File: src/rtl/inst_fetch_queue_pkg.sv
// Shared constants for the instruction fetch stage.
// Default reset PC, instruction width and the canonical NOP encoding.
package inst_fetch_queue_pkg;

    localparam int unsigned INSTR_W      = 32;
    localparam logic [31:0] RESET_PC_DEF = 32'h0000_0000;
    localparam logic [31:0] NOP_INSTR    = 32'h0000_0013;

endpackage

File: src/rtl/inst_fetch_queue_fetch_fifo.sv
// Synchronous circular FIFO for {pc, instr} entries.
// Pointers wrap modulo DEPTH; flush empties it in one cycle.
module fetch_fifo #(
    parameter int W     = 64,
    parameter int DEPTH = 4,
    localparam int PW   = $clog2(DEPTH),
    localparam int CW   = $clog2(DEPTH + 1)
) (
    input  logic          clock,
    input  logic          reset,
    input  logic          push,
    input  logic          pop,
    input  logic          flush,
    input  logic [W-1:0]  din,
    output logic [CW-1:0] count,
    output logic [W-1:0]  head
);

    logic [W-1:0]  mem_q [DEPTH];
    logic [PW-1:0] rd_q, rd_d;
    logic [PW-1:0] wr_q, wr_d;
    logic [CW-1:0] cnt_q, cnt_d;

    always_comb begin
        rd_d  = rd_q;
        wr_d  = wr_q;
        cnt_d = cnt_q + CW'(push) - CW'(pop);
        if (push) wr_d = wr_q + PW'(1);
        if (pop)  rd_d = rd_q + PW'(1);
        if (flush) begin
            rd_d  = '0;
            wr_d  = '0;
            cnt_d = '0;
        end
    end

    always_ff @(posedge clock) begin
        if (reset) begin
            rd_q  <= '0;
            wr_q  <= '0;
            cnt_q <= '0;
        end else begin
            rd_q  <= rd_d;
            wr_q  <= wr_d;
            cnt_q <= cnt_d;
        end
    end

    // Storage needs no reset: head is only observed when count is nonzero.
    always_ff @(posedge clock) begin
        if (push && !flush) mem_q[wr_q] <= din;
    end

    assign count = cnt_q;
    assign head  = mem_q[rd_q];

endmodule

File: src/rtl/inst_fetch_queue.sv
// Fetch stage: credit-limited sequential prefetch into a small queue,
// with branch redirect that flushes the queue and drops in-flight fetches.
module inst_fetch_queue
    import inst_fetch_queue_pkg::*;
#(
    parameter int ADDR_W = 32,
    parameter int DATA_W = INSTR_W,
    parameter int DEPTH  = 4,
    parameter logic [ADDR_W-1:0] RESET_PC = ADDR_W'(RESET_PC_DEF)
) (
    input  logic              clock,
    input  logic              reset,
    input  logic              freeze,
    input  logic              branchTaken,
    input  logic [ADDR_W-1:0] branchBase,
    input  logic [ADDR_W-1:0] branchOffset,
    output logic              imemReq,
    output logic [ADDR_W-1:0] imemAddr,
    input  logic              imemRespValid,
    input  logic [DATA_W-1:0] imemRespData,
    output logic              outValid,
    output logic [ADDR_W-1:0] pc,
    output logic [DATA_W-1:0] instruction
);

    localparam int CW = $clog2(DEPTH + 1);
    localparam int SW = CW + 1;
    localparam int EW = ADDR_W + DATA_W;

    logic [ADDR_W-1:0] fetch_pc_q, fetch_pc_d;
    logic [ADDR_W-1:0] resp_pc_q, resp_pc_d;
    logic [CW-1:0]     out_q, out_d;
    logic [CW-1:0]     drop_q, drop_d;
    logic [CW-1:0]     count;
    logic [ADDR_W-1:0] target;
    logic [EW-1:0]     head;
    logic              issue, push, pop;

    assign target = branchBase + (branchOffset << 2);
    assign issue  = !reset && !branchTaken
                 && (({1'b0, count} + {1'b0, out_q}) < SW'(DEPTH));
    assign push   = imemRespValid && (drop_q == '0) && !branchTaken;
    assign pop    = outValid && !freeze && !branchTaken;

    // Responses return in order and never skip, so the next accepted
    // response always belongs to resp_pc_q; no per-request tag store needed.
    always_comb begin
        fetch_pc_d = fetch_pc_q;
        resp_pc_d  = resp_pc_q;
        out_d      = out_q + CW'(issue) - CW'(imemRespValid);
        drop_d     = drop_q;
        if (branchTaken) begin
            fetch_pc_d = target;
            resp_pc_d  = target;
            drop_d     = out_q - CW'(imemRespValid);
        end else begin
            if (issue) fetch_pc_d = fetch_pc_q + ADDR_W'(4);
            if (push)  resp_pc_d  = resp_pc_q + ADDR_W'(4);
            if (imemRespValid && drop_q != '0) drop_d = drop_q - CW'(1);
        end
    end

    always_ff @(posedge clock) begin
        if (reset) begin
            fetch_pc_q <= RESET_PC;
            resp_pc_q  <= RESET_PC;
            out_q      <= '0;
            drop_q     <= '0;
        end else begin
            fetch_pc_q <= fetch_pc_d;
            resp_pc_q  <= resp_pc_d;
            out_q      <= out_d;
            drop_q     <= drop_d;
        end
    end

    fetch_fifo #(
        .W     (EW),
        .DEPTH (DEPTH)
    ) u_fifo (
        .clock (clock),
        .reset (reset),
        .push  (push),
        .pop   (pop),
        .flush (branchTaken),
        .din   ({resp_pc_q, imemRespData}),
        .count (count),
        .head  (head)
    );

    assign imemReq     = issue;
    assign imemAddr    = fetch_pc_q;
    assign outValid    = (count != '0);
    assign pc          = outValid ? head[EW-1:DATA_W] : '0;
    assign instruction = outValid ? head[DATA_W-1:0]  : '0;

endmodule

File: config.mk
export PLATFORM = sky130hd
export DESIGN_NAME = inst_fetch_queue
export DESIGN_NICKNAME = d
export VERILOG_FILES = /design/src/rtl/inst_fetch_queue_pkg.sv /design/src/rtl/inst_fetch_queue_fetch_fifo.sv /design/src/rtl/inst_fetch_queue.sv
export SDC_FILE = /design/constraint.sdc
export NUM_CORES = 1
export LEC_CHECK = 0
export CORE_MARGIN = 5
export CORE_UTILIZATION = 52
export CTS_BUF_LIST = sky130_fd_sc_hd__clkbuf_8
export DETAILED_ROUTE_END_ITERATION = 12
export PLACE_DENSITY_LB_ADDON = 0.1
export SLEW_MARGIN = 10
export SYNTH_ARGS = -nofsm -noshare
export SYNTH_HDL_FRONTEND = slang
export SYNTH_HIERARCHICAL = 1
export SYNTH_SLANG_ARGS = --single-unit
File: constraint.sdc
create_clock -name clock -period 4 [get_ports clock]
set_input_delay 0.8 -clock clock [delete_from_list [all_inputs] [get_ports clock]]
set_output_delay 0.8 -clock clock [all_outputs]
set_load 0.02 [all_outputs]
Word level (Yosys, flattened, before mapping)
Memory sizes are Yosys's and may differ from the RTL's. A register that Yosys moved wholly into a read port is not among the register bits. Index checks and enable logic that the tools add are counted.

Bits in registers: 77. Memory bits (writable): 256. Output and inout bits: 98. Word-level logic and storage cells: 51. Memories: 1.

Add/subtract/negate cells: 12. Order comparisons: 1. Multiplexer cells: 12. Reduce and logical (&&, ||, !) cells: 18.

Memories: u_fifo.mem_q (words 4, bits a word 64, read ports 1, clocked after Yosys merged registers in 1, wr ports 1, line inst_fetch_queue_fetch_fifo.sv:19) `logic [W-1:0] mem_q [DEPTH];`.

Operators by type and width (number): $mux 32 (6); $add 32x3->32 const B (2); $add 32x32->32 (1); $sub 3x1->3 (3); $logic_and 1x1->1 (8); $add 3x1->3 (2); $mux 3 (2); $reduce_bool 2->1 (3); $reduce_bool 3->1 (2); $add 2x1->2 const B (2); $add 3x3->4 (1); $lt 4x3->1 const B (1); $mux 2 (2); $logic_not 1->1 (3); $logic_not 3->1 (1); $sub 3x1->3 const B (1); $mux 1 (2); $reduce_or 2->1 (1).

Depth between registers and ports, before layout
Gate-level depths: netlist of the first run.

Word-level depth: 6. Gate-level depth with buffers: 12. Mapped depth without buffers: 11.

Modules after synthesis
The synthesis of the first run kept the hierarchy.

By module, submodules not included: fetch_fifo (times used 1, cells each 379, area an instance 9756.9 sq um, sequential area each 7867.5 sq um); inst_fetch_queue (times used 1, cells each 773, area an instance 5806.8 sq um, sequential area each 1401.3 sq um).

Least setup slack after synthesis of the first run
No wires, ideal clock.

Path type: input -> register. From: input branchTaken. To: memory u_fifo.mem_q[0][0] (enable). Setup time: 0.429 ns. Arrival time: 3.594 ns. Required time: 3.571 ns. Slack: -0.023 ns. Stages: 7. Buffers on the path: 4. Cells stage by stage: clkbuf_1 > clkbuf_1 > buf_1 > buf_1 > nor2_1 > nor2b_1 > and2_1.

Word-level cells in the longest chain between the ends: 5.

RTL lines: start: declaration (line inst_fetch_queue.sv:14) `input logic branchTaken,`; $logic_not 1->1 (line inst_fetch_queue.sv:42) `assign push = imemRespValid && (drop_q == '0) && !branchTaken;`; $logic_and 1x1->1 (line inst_fetch_queue.sv:42); via push (line inst_fetch_queue.sv:37) `logic issue, push, pop;`; $logic_and 1x1->1 (line inst_fetch_queue_fetch_fifo.sv:51) `if (push && !flush) mem_q[wr_q] <= din;`; $mux 1 (line inst_fetch_queue_fetch_fifo.sv:51); $mux 1 (not written as such) (line inst_fetch_queue_fetch_fifo.sv:51); end: declaration (line inst_fetch_queue_fetch_fifo.sv:19).

The timed path passes the listed nets, and every way through them passes these cells.

==> results of run 1 <==
-- path summary, 6_finish.rpt --
path	start	endpoint	slack, ps
worst max-delay path	flop	instruction[1]	380
worst min-delay path	imemAddr[0]	imemAddr[0]	460
worst max register to register	u_fifo/count[0]	u_fifo/count[2]	1330
worst min register to register	imemAddr[0]	imemAddr[0]	460
-- state kept, by name, summed over array words and instances, names as in the netlist, named ones only --
register      flops
u_fifo/mem_q    256
resp_pc_q        32
u_fifo/wr_q       2
drop_q            3
out_q             3
imemAddr         32
u_fifo/rd_q       2
u_fifo/count      3
-- stage by stage --
| step | setup WS (ps) | cell area, sq um | hold slack (ps) | util |
|---|---|---|---|---|
| 2_1_floorplan | 677 | 15600 | 460 | - |
| 4_1_cts | 290 | 18900 | 459 | 0.640 |
| 3_3_place_gp | 200 | 18000 | 446 | 0.608 |
| 6_report | 380 | 18900 | 457 | 0.640 |
| 3_5_place_dp | 154 | 18000 | 451 | 0.608 |
| 5_1_grt | 221 | 18900 | 482 | 0.640 |
-- power breakdown --
group | switching, mW | total (mW) | leakage [nW] | internal, mW
registers | 0.126 | 4.00 | 2.98 | 3.88
clock network | 1.23 | 2.55 | 0.570 | 1.31
logic | 0.568 | 1.08 | 2.96 | 0.510
total | 1.93 | 7.63 | 6.51 | 5.70
-- logic make-up after synthesis --
logic type,Yosys count,share of synthesized area
AND/OR/NAND/NOR,355,0.117
flip-flops,335,0.596
AO/OA/AOI/OAI,191,0.0809
buffers and inverters,81,0.0280
XOR/XNOR,72,0.0415
multiplexers,70,0.0974
adder cells (fa/ha/maj),48,0.0400
-- area by class of cell --
| cell class | instances | area [sq um] |
|---|---|---|
| clock buffer | 54 | 743 |
| clock inverter | 39 | 189 |
| fill | 2301 | 10700 |
| inverter | 28 | 105 |
| multi-input combinational | 736 | 5870 |
| sequential | 335 | 9270 |
| tap | 390 | 488 |
| timing repair buffer | 224 | 2240 |
-- per-layer routing --
layer / vias to the layer above / global-route usage / wire length, um
li1: 4826 / - / -
met1: 4785 / 0.278 / 15000
met2: 303 / 0.322 / 15500
met3: 59 / 0.0490 / 2290
met4: 0 / 0.0593 / 715
met5: - / 0 / 0
-- cell usage in the layout, fill, tap and decap left out, types with 5 or more instances in the layout --
cell	count
and2_1	67
a21oi_1	54
a21o_1	15
nand2_1	78
a21boi_0	7
xnor2_1	40
or3_1	5
a31oi_1	8
nand3_1	29
xor2_1	31
o21a_1	8
edfxtp_1	256
nand4_1	16
clkinv_1	8
nor2b_1	8
nor3_1	19
clkdlybuf4s50_1	194
and3_1	10
ha_1	45
nor2_1	85
buf_4	22
mux2i_1	6
buf_12	6
dfxtp_1	77
nor4_1	7
o21ai_0	27
inv_1	52
mux4_2	60
a211oi_1	37
clkbuf_8	54
-- worst max-delay path, delay by kind of cell (launching register included) --
family	cells	cell delay [ps]
AND/OR/NAND/NOR	1	160
flip-flops	1	570
buffers and inverters	2	880
multiplexers	1	600
==> impl_metrics.tcl, run 1 <==
set metrics [dict create \
    grt_max_degree 65 \
    ctsHoldBuffers 0 \
    grt_overflow 0 \
    viasPerCell 5.52 \
    cts_buffer_depth 3 \
    synth.largest_area_cell "edfxtp_1" \
    max_stage_delay_ps 600 \
    status "finished, final reports clean" \
    post_cts_buffers 0 \
    fmax_ghz 0.276 \
    tightest_slew_ps 695 \
    cts_root_buf "clkbuf_8" \
    yosysMostFrequentCell "edfxtp_1" \
    clkSinkCount 335 \
    grt_pass1_wl_mm 54.1 \
    synth_top_area_share 0.494 \
    antenna_found_initial 0 \
    mappedNetlistArea_sq_mm 0.0156 \
    holdPathStages 2 \
    path_clk_slew_ps 60 \
    startpoint_type "flop" \
    rsz0062_at_grt "false" \
    crit_path_cell_trace "buf_4, mux4_1, and2_1, clkdlybuf4s50_1" \
    numCtsBuffers 53 \
    cp_max_fo 18 \
    synth_nets 1301 \
    via_count 9973 \
    num_rows 63 \
    drv_cap 0 \
    die_y_um 183 \
    synth_warnings 6 \
    cp.arrival_ps 2820 \
    powerDensity_mw_per_mm2 403 \
    synth_enable_flop_cells 256 \
    clk_latency_ps 570 \
    ys_ff_latch 335 \
    syn_avg_cell_area_sq_um 13.5 \
    p_total_mw 7.63 \
    cts_resized 0 \
    finalCriticalPeriod_ps 3620 \
    grt_pass1_vias 10349 \
    yosys-top-cells-count "edfxtp_1 (256), nor2_1 (85), dfxtp_1 (79)" \
    syn_to_final_growth_pct 21.5 \
    instances_no_fill 1806 \
    ir_worst_vdd_v 0.000215 \
    detail-route-antenna-nets 0 \
    hold_viol_final 0 \
    synth_area_leaders "edfxtp_1 (49%), dfxtp_1 (10%), mux4_2 (8.7%)" \
    die_area_sq_mm 0.0335 \
    nets 1527 \
    report.final.slew_viol_count 0 \
    h-tree-depth 2 \
    cts_tree "yes" \
    leakage_nw 6.51 \
    fin_tns_setup_ps 0 \
    start_util 0.527 \
    synth-async-reset-ratio 0 \
    path_class "reg2out" \
    synth_cell_types 70 \
    setup_viol 0 \
    synth-seq-area-share 0.596 \
    drc 0 \
    dp.cells 1713 \
    drt_iter0_markers 621 \
    clock_skew_ps 17.6 \
    gp_congestion 0.849 \
    track_usage 0.202 \
    port_buffers 196 \
    hp-class "reg2reg" \
    min_period_over_period 0.905 \
    crit_path_end_kind "output port" \
    io_pins 199 \
    synth_cells 1152 \
    core_area_sq_mm 0.0296 \
    cp_slowest_cell "mux4_1" \
    routed_wirelength_mm 33.5 \
    wl_per_cell_um 18.6 \
    drive_gt1_frac 0.124 \
    synth-main-ff-cell "edfxtp_1" \
    relSlewSlack 0.533 \
    dr.pass1.iters 4 \
    reg2reg_depth 8 \
    die_w_um 183 \
    hpwl_mm 23.1 \
    diodes 0 \
    required_ps 3200 \
]
Note: power is estimated with default switching activity, not from simulation.
==> inputs of run 2 (changes only) <==
--- a/config.mk
+++ b/config.mk
@@ -15,3 +15,4 @@
 export SYNTH_HDL_FRONTEND = slang
 export SYNTH_HIERARCHICAL = 1
 export SYNTH_SLANG_ARGS = --single-unit
+export TNS_END_PERCENT = 50
==> run 2 against run 1 <==
- critical path depth stayed put
- sequential power hardly changed
- largest power group unchanged
- register-to-register slack better by 30 ps
==> impl_metrics.tcl, run 2 (synthesis results as in run 1) <==
set metrics [dict create \
    status "finished, final reports clean" \
    hpwl_mm 22.3 \
    startpoint_type "flop" \
    track_usage 0.198 \
    die_w_um 183 \
    ir_worst_vdd_v 0.000212 \
    wl_per_cell_um 18.6 \
    grt_overflow 0 \
    largest_register_ffs 256 \
    multiInputGateArea_sq_mm 0.00587 \
    core_area_sq_mm 0.0296 \
    port_buffers 196 \
    clk_latency_ps 560 \
    drc 0 \
    routed_wirelength_mm 33.4 \
    tightest_slew_ps 769 \
    cp_max_fo 42 \
    cts_buffer_depth 3 \
    register_area_sq_mm 0.00927 \
    grt_pass1_wl_mm 53.6 \
    relSlewSlack 0.484 \
    hold_viol_final 0 \
    grt_pass1_vias 10205 \
    dr.pass1.iters 5 \
    largest_register "u_fifo/mem_q" \
    via_count 9992 \
    diodes 0 \
    whs_ps 456 \
    mostFrequentLayoutCell "edfxtp_1" \
    n_fill_cell 2295 \
    grt_max_degree 65 \
    clkSinkCount 335 \
    cts_resized 0 \
    instances_no_fill 1800 \
    powerDensity_mw_per_mm2 408 \
    drive_gt1_frac 0.124 \
    post_cts_buffers 0 \
    die_area_sq_mm 0.0335 \
    min_period_over_period 0.893 \
    io_pins 199 \
    h-tree-depth 2 \
    detail-route-antenna-nets 0 \
    die_y_um 183 \
    syn_to_final_growth_pct 21.5 \
    viasPerCell 5.55 \
    num_rows 63 \
    drv_cap 0 \
    cp.arrival_ps 2770 \
    path_class "reg2out" \
    dp.cells 1707 \
    start_util 0.527 \
    drt_iter0_markers 693 \
    setup_viol 0 \
    crit_path_end_kind "output port" \
    finalCriticalPeriod_ps 3570 \
    cts_root_buf "clkbuf_8" \
    rsz0062_at_grt "false" \
    numCtsBuffers 52 \
    pre_cts_slack_ps 99.8 \
    report.final.slew_viol_count 0 \
    layout_setup_ws_ps 428 \
    antenna_found_initial 0 \
    required_ps 3200 \
    ctsHoldBuffers 0 \
    hp-class "reg2reg" \
    cts_tree "yes" \
    layout_common_cells "edfxtp_1 (256), clkdlybuf4s50_1 (194), nor2_1 (85), nand2_1 (78), dfxtp_1 (77)" \
    path_clk_slew_ps 60 \
    fmax_ghz 0.280 \
    nets 1520 \
    clock_skew_ps 20.6 \
    gp_congestion 0.867 \
    leakage_nw 6.47 \
]
==> run 2: changes by cell type in the layout (fill, tap and decap cells not counted) <==
cell	delta
and2_2	+3
and2_4	-3
buf_12	+1
buf_4	-7
bufinv_16	+1
clkbuf_8	+2
clkinv_1	+1
clkinv_2	+3
clkinvlp_4	+2
inv_1	-7
inv_6	-1
inv_8	-1
==> run 2: through the flow <==
| stage | util | setup TNS [ps] | power (mW) | cell area (sq um) |
|---|---|---|---|---|
| floorplan | - | -2800 | 4.70 | 15600 |
| global placement | 0.607 | 0 | 5.12 | 17900 |
| detailed placement | 0.607 | 0 | 5.14 | 17900 |
| CTS | 0.640 | 0 | 7.81 | 18900 |
| global route | 0.640 | 0 | 8.10 | 18900 |
| finish | 0.640 | 0 | 7.72 | 18900 |
==> run 2: power by group <==
group          total [mW]  internal [mW]  switching (mW)  leakage [nW]
combinational        1.07          0.505           0.566          2.93
clock                2.65           1.41            1.24         0.565
sequential           4.00           3.88           0.125          2.98
==> run 2: layout make-up <==
cell class              instances  share of cell area
clock inverters                37              0.0109
repair buffers                218               0.117
flip-flops and latches        335               0.490
clock buffers                  56              0.0407
multi-input cells             736               0.310
well taps                     390              0.0258
inverters                      28             0.00556
==> run 2: layer usage <==
| layer | track usage | vias up | routed length, um |
|---|---|---|---|
| met5 | 0 | - | 0 |
| li1 | - | 4803 | - |
| met1 | 0.271 | 4862 | 15100 |
| met3 | 0.0541 | 49 | 2230 |
| met4 | 0.0557 | 0 | 689 |
| met2 | 0.315 | 278 | 15300 |
==> run 2: worst max-delay path, stage by stage (launching register included) <==
cell and delay (ps):
dfxtp_1 320, or3_2 720, buf_4 360, and2_1 200, clkdlybuf4s50_1 600
==> run 2: final timing paths <==
kind                   start               to  slack, ps  depth (start not counted)
max          u_fifo/count[0]           pc[12]        430                          4
min              imemAddr[1]      imemAddr[1]        460                          2
max reg2reg        drop_q[0]  u_fifo/count[2]       1360                         11
min reg2reg      imemAddr[1]      imemAddr[1]        460                          2
